[config.mk]
export PLATFORM = sky130hd
export DESIGN_NAME = ram_sp_arbiter_flat
export DESIGN_NICKNAME = d
export VERILOG_FILES = /design/src/rtl/ram_sp_arbiter_if.sv /design/src/rtl/ram_sp_arbiter.sv /design/src/flat_wrapper.sv
export SDC_FILE = /design/constraint.sdc
export NUM_CORES = 1
export LEC_CHECK = 0
export CORE_AREA = 4 4 148 150
export DETAILED_ROUTE_END_ITERATION = 8
export DIE_AREA = 0 0 152 154
export PLACE_DENSITY = 0.56
export REMOVE_ABC_BUFFERS = 1
export SYNTH_ARGS = -nofsm -noshare
export SYNTH_HDL_FRONTEND = slang
export SYNTH_SLANG_ARGS = --single-unit
[constraint.sdc]
create_clock -name i_clk -period 1.3 [get_ports i_clk]
set_input_delay 0.195 -clock i_clk [delete_from_list [all_inputs] [get_ports i_clk]]
set_output_delay 0.195 -clock i_clk [all_outputs]
set_load 0.03 [all_outputs]
[src/rtl/ram_sp_arbiter_if.sv]
// Requester-side bundle of the shared RAM arbiter: access request, accept, and
// the shared read-response bus. master = requesters, slave = arbiter.
interface ram_sp_arbiter_if #(
  parameter int N_REQ      = 2,
  parameter int ADDR_WIDTH = 10,
  parameter int DATA_WIDTH = 64,
  parameter int BYTE_WIDTH = 8
);
  localparam int SW = DATA_WIDTH / BYTE_WIDTH;

  logic [N_REQ-1:0]                 req_valid;
  logic [N_REQ-1:0][ADDR_WIDTH-1:0] req_addr;
  logic [N_REQ-1:0][SW-1:0]         req_strobe;
  logic [N_REQ-1:0][DATA_WIDTH-1:0] req_wdata;
  logic [N_REQ-1:0]                 req_ready;
  logic [N_REQ-1:0]                 resp_valid;
  logic [DATA_WIDTH-1:0]            resp_rdata;

  modport master (
    output req_valid, req_addr, req_strobe, req_wdata,
    input  req_ready, resp_valid, resp_rdata
  );

  modport slave (
    input  req_valid, req_addr, req_strobe, req_wdata,
    output req_ready, resp_valid, resp_rdata
  );
endinterface

[src/rtl/ram_sp_arbiter.sv]
// Round-robin arbiter sharing one single-port RAM; grant is combinational (0 cycles),
// responses return READ_LATENCY cycles after grant with no backpressure on them.
module ram_sp_arbiter #(
  parameter int N_REQ        = 2,
  parameter int ADDR_WIDTH   = 10,
  parameter int DATA_WIDTH   = 64,
  parameter int BYTE_WIDTH   = 8,
  parameter int READ_LATENCY = 1,
  localparam int SW          = DATA_WIDTH / BYTE_WIDTH
) (
  input  logic                  i_clk,
  input  logic                  i_resetn,
  ram_sp_arbiter_if.slave       bus,
  output logic                  o_mem_en,
  output logic [ADDR_WIDTH-1:0] o_mem_addr,
  output logic [SW-1:0]         o_mem_strobe,
  output logic [DATA_WIDTH-1:0] o_mem_wdata,
  input  logic [DATA_WIDTH-1:0] i_mem_rdata
);
  localparam int IW = (N_REQ > 1) ? $clog2(N_REQ) : 1;
  localparam int L  = READ_LATENCY;

  logic [IW-1:0]    r_ptr;
  logic             w_grant;
  logic [IW-1:0]    w_winner;
  logic [IW-1:0]    w_idx;
  logic [N_REQ-1:0] w_ready;

  // First valid requester scanning upward from the priority pointer.
  always_comb begin
    w_grant  = 1'b0;
    w_winner = '0;
    w_idx    = '0;
    for (int k = 0; k < N_REQ; k++) begin
      w_idx = IW'((int'(r_ptr) + k) % N_REQ);
      if (!w_grant && bus.req_valid[w_idx]) begin
        w_grant  = 1'b1;
        w_winner = w_idx;
      end
    end
  end

  // Gating with the reset input keeps the RAM idle while reset is held.
  always_comb begin
    w_ready = '0;
    if (w_grant && i_resetn) w_ready[w_winner] = 1'b1;
  end

  assign bus.req_ready  = w_ready;
  assign o_mem_en       = |w_ready;
  assign bus.resp_rdata = i_mem_rdata;

  always_comb begin
    o_mem_addr   = '0;
    o_mem_strobe = '0;
    o_mem_wdata  = '0;
    if (|w_ready) begin
      o_mem_addr   = bus.req_addr[w_winner];
      o_mem_strobe = bus.req_strobe[w_winner];
      o_mem_wdata  = bus.req_wdata[w_winner];
    end
  end

  always_ff @(posedge i_clk or negedge i_resetn) begin
    if (!i_resetn) begin
      r_ptr <= '0;
    end else if (|w_ready) begin
      r_ptr <= (w_winner == IW'(N_REQ - 1)) ? '0 : w_winner + 1'b1;
    end
  end

  generate
    if (L == 0) begin : g_comb_resp
      assign bus.resp_valid = w_ready;
    end else begin : g_tag_pipe
      // Owner tags travel alongside the RAM read pipeline.
      logic [L-1:0]         r_tag_vld;
      logic [L-1:0][IW-1:0] r_tag_own;

      always_ff @(posedge i_clk or negedge i_resetn) begin
        if (!i_resetn) begin
          r_tag_vld <= '0;
          r_tag_own <= '0;
        end else begin
          r_tag_vld[0] <= |w_ready;
          r_tag_own[0] <= w_winner;
          for (int k = 1; k < L; k++) begin
            r_tag_vld[k] <= r_tag_vld[k-1];
            r_tag_own[k] <= r_tag_own[k-1];
          end
        end
      end

      always_comb begin
        bus.resp_valid = '0;
        if (r_tag_vld[L-1]) bus.resp_valid[r_tag_own[L-1]] = 1'b1;
      end
    end
  endgenerate
endmodule

[src/flat_wrapper.sv]
// flat-port wrapper written by rule: the top's interface ports become plain ports
module ram_sp_arbiter_flat 
#(
  parameter int N_REQ        = 2,
  parameter int ADDR_WIDTH   = 10,
  parameter int DATA_WIDTH   = 64,
  parameter int BYTE_WIDTH   = 8,
  parameter int READ_LATENCY = 1,
  localparam int SW          = DATA_WIDTH / BYTE_WIDTH
)
  (i_clk, i_resetn, o_mem_en, o_mem_addr, o_mem_strobe, o_mem_wdata, i_mem_rdata, bus_req_valid, bus_req_addr, bus_req_strobe, bus_req_wdata, bus_req_ready, bus_resp_valid, bus_resp_rdata);
  ram_sp_arbiter_if #(.N_REQ(N_REQ), .ADDR_WIDTH(ADDR_WIDTH), .DATA_WIDTH(DATA_WIDTH), .BYTE_WIDTH(BYTE_WIDTH)) bus_i ();
  input  logic i_clk;
  input  logic i_resetn;
  output logic o_mem_en;
  output logic [ADDR_WIDTH-1:0] o_mem_addr;
  output logic [SW-1:0] o_mem_strobe;
  output logic [DATA_WIDTH-1:0] o_mem_wdata;
  input  logic [DATA_WIDTH-1:0] i_mem_rdata;
  input wire logic [$bits(bus_i.req_valid)-1:0] bus_req_valid;
  input wire logic [$bits(bus_i.req_addr)-1:0] bus_req_addr;
  input wire logic [$bits(bus_i.req_strobe)-1:0] bus_req_strobe;
  input wire logic [$bits(bus_i.req_wdata)-1:0] bus_req_wdata;
  output wire logic [$bits(bus_i.req_ready)-1:0] bus_req_ready;
  output wire logic [$bits(bus_i.resp_valid)-1:0] bus_resp_valid;
  output wire logic [$bits(bus_i.resp_rdata)-1:0] bus_resp_rdata;
  assign bus_i.req_valid = bus_req_valid;
  assign bus_i.req_addr = bus_req_addr;
  assign bus_i.req_strobe = bus_req_strobe;
  assign bus_i.req_wdata = bus_req_wdata;
  assign bus_req_ready = bus_i.req_ready;
  assign bus_resp_valid = bus_i.resp_valid;
  assign bus_resp_rdata = bus_i.resp_rdata;
  ram_sp_arbiter #(.N_REQ(N_REQ), .ADDR_WIDTH(ADDR_WIDTH), .DATA_WIDTH(DATA_WIDTH), .BYTE_WIDTH(BYTE_WIDTH), .READ_LATENCY(READ_LATENCY)) u_core (.i_clk(i_clk), .i_resetn(i_resetn), .bus(bus_i), .o_mem_en(o_mem_en), .o_mem_addr(o_mem_addr), .o_mem_strobe(o_mem_strobe), .o_mem_wdata(o_mem_wdata), .i_mem_rdata(i_mem_rdata));
endmodule
# After elaboration in Yosys (flattened, before gate mapping)
# Index checks and enable logic that the tools add are counted.
# totals
out_inout_bits	151
elab_cells	41
register_bits	3
in_bits	232
# classes
muxes	24
reduce_logical	6
order_cmp	6
addsub	2
# ops
cell	count
two-way mux 64 bit	3
two-way mux 10 bit	3
two-way mux 8 bit	3
two-way mux 1 bit	11
less-than comparator 1 x 2 -> 1 bit (second input constant)	4
logical AND 1 bit	4
two-way mux 2 bit	2
adder 1 bit (second input constant)	2
demux 1 bit (select 1 bit)	2
>= comparator 1 bit (second input constant)	2
OR reduction 2 bit	1
zero test 1 bit	1

# Longest topological paths before layout
# depth
ltp_word	13
depth_mapped	5
depth_no_buf	2

# Least setup slack after synthesis
# OpenSTA, ideal clock, no wires.
# synth_path
path_type	register -> output
start	register u_core.r_ptr
end	output o_mem_addr[3]
path_buffers	1
stages_incl_launch_ff	4
arrival_ns	1.428
t_required_ns	1.105
path_slack_ns	-0.323
cell_sequence	dfrtp_1 -> nor2b_2 -> buf_2 -> o32ai_1
# synth_via
elab_chain_len	13
word_cells_on_any_way	22
classes_between	add/sub: 1; order compare: 2; mux: 14; reduce/logical: 5
# synth_lines
item	line_no	text
start: declaration	ram_sp_arbiter.sv:23	logic [IW-1:0] r_ptr;
start signal: assignment	ram_sp_arbiter.sv:68	r_ptr <= (w_winner == IW'(N_REQ - 1)) ? '0 : w_winner + 1'b1;
two-way mux 1 bit (not written as such) (2 in series)	ram_sp_arbiter.sv:36	if (!w_grant && bus.req_valid[w_idx]) begin
two-way mux 1 bit	ram_sp_arbiter.sv:36	
zero test 1 bit	ram_sp_arbiter.sv:36	
logical AND 1 bit	ram_sp_arbiter.sv:36	
two-way mux 1 bit	ram_sp_arbiter.sv:36	
less-than comparator 1 x 2 -> 1 bit (not written as such) / >= comparator 1 bit (equally long branches)	ram_sp_arbiter.sv:46	if (w_grant && i_resetn) w_ready[w_winner] = 1'b1;
logical AND 1 bit (not written as such)	ram_sp_arbiter.sv:46	
two-way mux 1 bit (not written as such)	ram_sp_arbiter.sv:46	
demux 1 bit (select 1 bit)	-	
two-way mux 2 bit	ram_sp_arbiter.sv:46	
OR reduction 2 bit	ram_sp_arbiter.sv:57	if (|w_ready) begin
two-way mux 10 bit (*)	ram_sp_arbiter.sv:57	
end: declaration	flat_wrapper.sv:16	output logic [ADDR_WIDTH-1:0] o_mem_addr;
# Mark *: on every way between the ends. The rest lies on a longest branch, timed or not. The select of a mux whose other input is x is not followed.

# Worst setup path in the final report
# layout_path
start	register u_core.r_ptr
end	output o_mem_strobe[7]
# layout_via
elab_chain_len	13
word_cells_on_any_way	22
classes_between	add/sub: 1; order compare: 2; mux: 14; reduce/logical: 5
# layout_lines
item	line_no	text
two-way mux 1 bit (not written as such) (2 in series)	ram_sp_arbiter.sv:36	
two-way mux 1 bit	ram_sp_arbiter.sv:36	
zero test 1 bit	ram_sp_arbiter.sv:36	
logical AND 1 bit	ram_sp_arbiter.sv:36	
two-way mux 1 bit	ram_sp_arbiter.sv:36	
less-than comparator 1 x 2 -> 1 bit (not written as such) / >= comparator 1 bit (equally long branches)	ram_sp_arbiter.sv:46	
logical AND 1 bit (not written as such)	ram_sp_arbiter.sv:46	
two-way mux 1 bit (not written as such)	ram_sp_arbiter.sv:46	
demux 1 bit (select 1 bit)	-	
two-way mux 2 bit	ram_sp_arbiter.sv:46	
OR reduction 2 bit	ram_sp_arbiter.sv:57	
two-way mux 8 bit (*)	ram_sp_arbiter.sv:57	
end: declaration	flat_wrapper.sv:17	output logic [SW-1:0] o_mem_strobe;
# Marks and branches as above.

==> results.cfg <==
[run_status]
status = finished, violations left
violations = setup timing

[clock_network]
cts_made_buffers = 3
worstSkewPairLatency_ps = 220
clkTransAtPathRegs_ps = 30
holdBufCountCts = 0
cts-root-buf = clkbuf_16
cts_buffer_depth = 2
cts_tree = done
htreeDepth = 1
numClockSinks = 3

[power]
p_sw_share_pct = 43.34
switching_power_mw = 1.770
power_frac_comb_pct = 85.0
p_leak_nw = 2.477
p_seq_share_pct = 2.9
ir_worst_vdd_v = 0.0004047
p_per_area_nw_per_um2 = 607.5
power.internal_mw = 2.314
p_clk_share_pct = 12.1
p_total_mw = 4.083

[route]
drt_wl_total_mm = 21.17
drc = 0
met2_length_mm = 8.400
dr.pass1.iters = 5
drt-initial-drc-count = 147
met3_length_mm = 3.233
highest_layer = met5
ant_nets = 0
viasPerCell = 4.336
wire_per_inst_um = 24.41
m1WireLength_mm = 9.165
vias = 3759

[finish]
layout_common_cells = nand2_1 (164), clkdlybuf4s50_1 (164), buf_4 (65)
area.growth.synth_to_final_pct = 140.0
drive_gt1_share_pct = 42.57
final_nets = 825
post-route-util_pct = 32.49
regArea_um2 = 76.32
n_antenna_cell = 0
fillers = 2119
multi_input_area_um2 = 2522
stdcell_count = 867

[timing]
fin_crit_sh_pct = 136.7
worst_pin_slew_ps = 438.6
slew_viol_final = 0
clock.fmax_mhz = 562.6
max-slew-margin-rel_pct = 70.76
post-route-min-period_ps = 1778
hold_violations = 0
worst_slack_ps = -477.6
rsz0062_at_grt = yes
skew_ps = 0.1842
setup_viol = 84

[die]
initial_core_util_pct = 13.53
die_y_um = 154
ioPinCount = 383
core_area_um2 = 20690
die_w_um = 152
die_area_um2 = 23410
rows = 53

[synthesis]
netlist_area_um2 = 2800
synth_seq_cells = 3
yosysWarnings = 0
seq_area_frac_synth_pct = 2.681
avgSynthCellArea_um2 = 7.527
yosys.cell_types.count = 18
syn_inst = 372

[critical_path]
cp.required_ps = 1110
cp-start-kind = flip-flop
end_kind = output port
cp_max_fo = 6
reg2reg_depth = 5
regToRegStartpoint = u_core.r_ptr
crit_start = u_core.r_ptr
worstSetupPathType = reg -> out
cp-endpoint = o_mem_strobe[7]
rrSetupSlack_ps = 140
r2r-end = u_core.g_tag_pipe.r_tag_own
cp.arrival_ps = 1580

[min_path]
hold_path_class = in -> async

[global_route]
antenna_found_initial = 0
grt_pass1_wl_mm = 28.37
grt_max_degree = 47
grt_pass1_vias = 3948
overflow = 0
grtUsageTotal_pct = 16.26

[placed_design]
hpwl_mm = 15.70
placed_cells = 827
io_buffers = 254
gp_congestion = 0.8589

[job]
cap_violations = 0
-- how the worst min path moves through the flow --
stage | start | end | slack, ps | cells after the start
2_1_floorplan | i_resetn | u_core.g_tag_pipe.r_tag_own | -100 | 0
3_3_place_gp | i_mem_rdata[31] | bus_resp_rdata[31] | 390 | 0
3_5_place_dp | i_mem_rdata[31] | bus_resp_rdata[31] | 390 | 0
4_1_cts | i_resetn | u_core.g_tag_pipe.r_tag_own | 160 | 4
5_1_grt | i_resetn | u_core.g_tag_pipe.r_tag_own | 170 | 4
6_report | i_resetn | u_core.g_tag_pipe.r_tag_own | 160 | 4
-- metrics by stage --
| step | hold WS (ps) | instance area [um2] | setup slack (ps) | TNS, ps |
|---|---|---|---|---|
| 4_1_cts | 156.3 | 6160 | -493.2 | -37000 |
| 5_1_grt | 169.4 | 6721 | -520.5 | -39040 |
| 3_3_place_gp | 390.2 | 5190 | -864.8 | -61230 |
| 3_5_place_dp | 390.2 | 5190 | -880.6 | -61160 |
| 6_report | 156.7 | 6721 | -477.6 | -35690 |
| 2_1_floorplan | -100.6 | 1989 | -2802 | -219790 |
-- state kept, by name (all words and copies together) (netlist names) --
signal                       flops
u_core.g_tag_pipe.r_tag_own      1
u_core.g_tag_pipe.r_tag_vld      1
u_core.r_ptr                     1
-- Yosys cell counts --
library cell / number / share of area, %
nor2b_2: 1 / 0.31
a21oi_1: 1 / 0.18
buf_2: 18 / 3.2
o32ai_2: 68 / 39
nor2_1: 4 / 0.54
a21bo_2: 1 / 0.36
inv_2: 1 / 0.13
o32ai_1: 14 / 4.4
clkbuf_1: 4 / 0.54
nand2_1: 164 / 22
nor2b_1: 1 / 0.22
buf_6: 12 / 4.8
a31oi_1: 1 / 0.22
nor3_1: 1 / 0.18
and2_1: 1 / 0.22
dfrtp_1: 3 / 2.7
buf_4: 76 / 20
inv_1: 1 / 0.13
-- cells by family (layout without fill, tap and decap cells) --
logic type	Yosys count	count (layout)	synth area share, %
compound gates	85	85	44.64
simple gates	172	172	23.46
buf+inv	112	332	29.22
flops	3	3	2.681
-- final cells by class --
cell class                      instances  share of cell area (%)
Timing Repair Buffer                  326                   54.84
Multi-Input combinational cell        257                   37.53
Tap cell                              275                   5.119
Clock buffer                            4                   1.173
Sequential cell                         3                   1.136
Inverter                                2                  0.2048
-- worst max-delay path: stages, from the launching register on --
cell and delay [ps]:
dfrtp_2 430, a21bo_4 250, buf_12 160, buf_16 150
o32ai_4 100, buf_6 140, buf_12 110
-- timing repair --
item	CTS	global route
setup endpoints to repair	85	85
gates resized for setup	158	55
buffers inserted	17	4
pin swaps	23	24
cloned	8	7
endpoints found under the hold margin	0	0
-- layer usage --
layer / vias up / track usage (%)
met4: 4 / 1.498
met5: - / 7.867
met1: 1725 / 20.75
met2: 294 / 21.80
li1: 1712 / -
met3: 24 / 12.24
-- power groups by stage --
stage	Clock, mW	Sequential, mW	Combinational (mW)
finish	0.493	0.119	3.47
floorplan	0	0.113	1.13
detailed placement	0	0.119	2.49
global route	0.514	0.121	3.64
CTS	0.507	0.119	3.13
global placement	0	0.119	2.48
No activity file was read; power rests on OpenSTA's default activity.
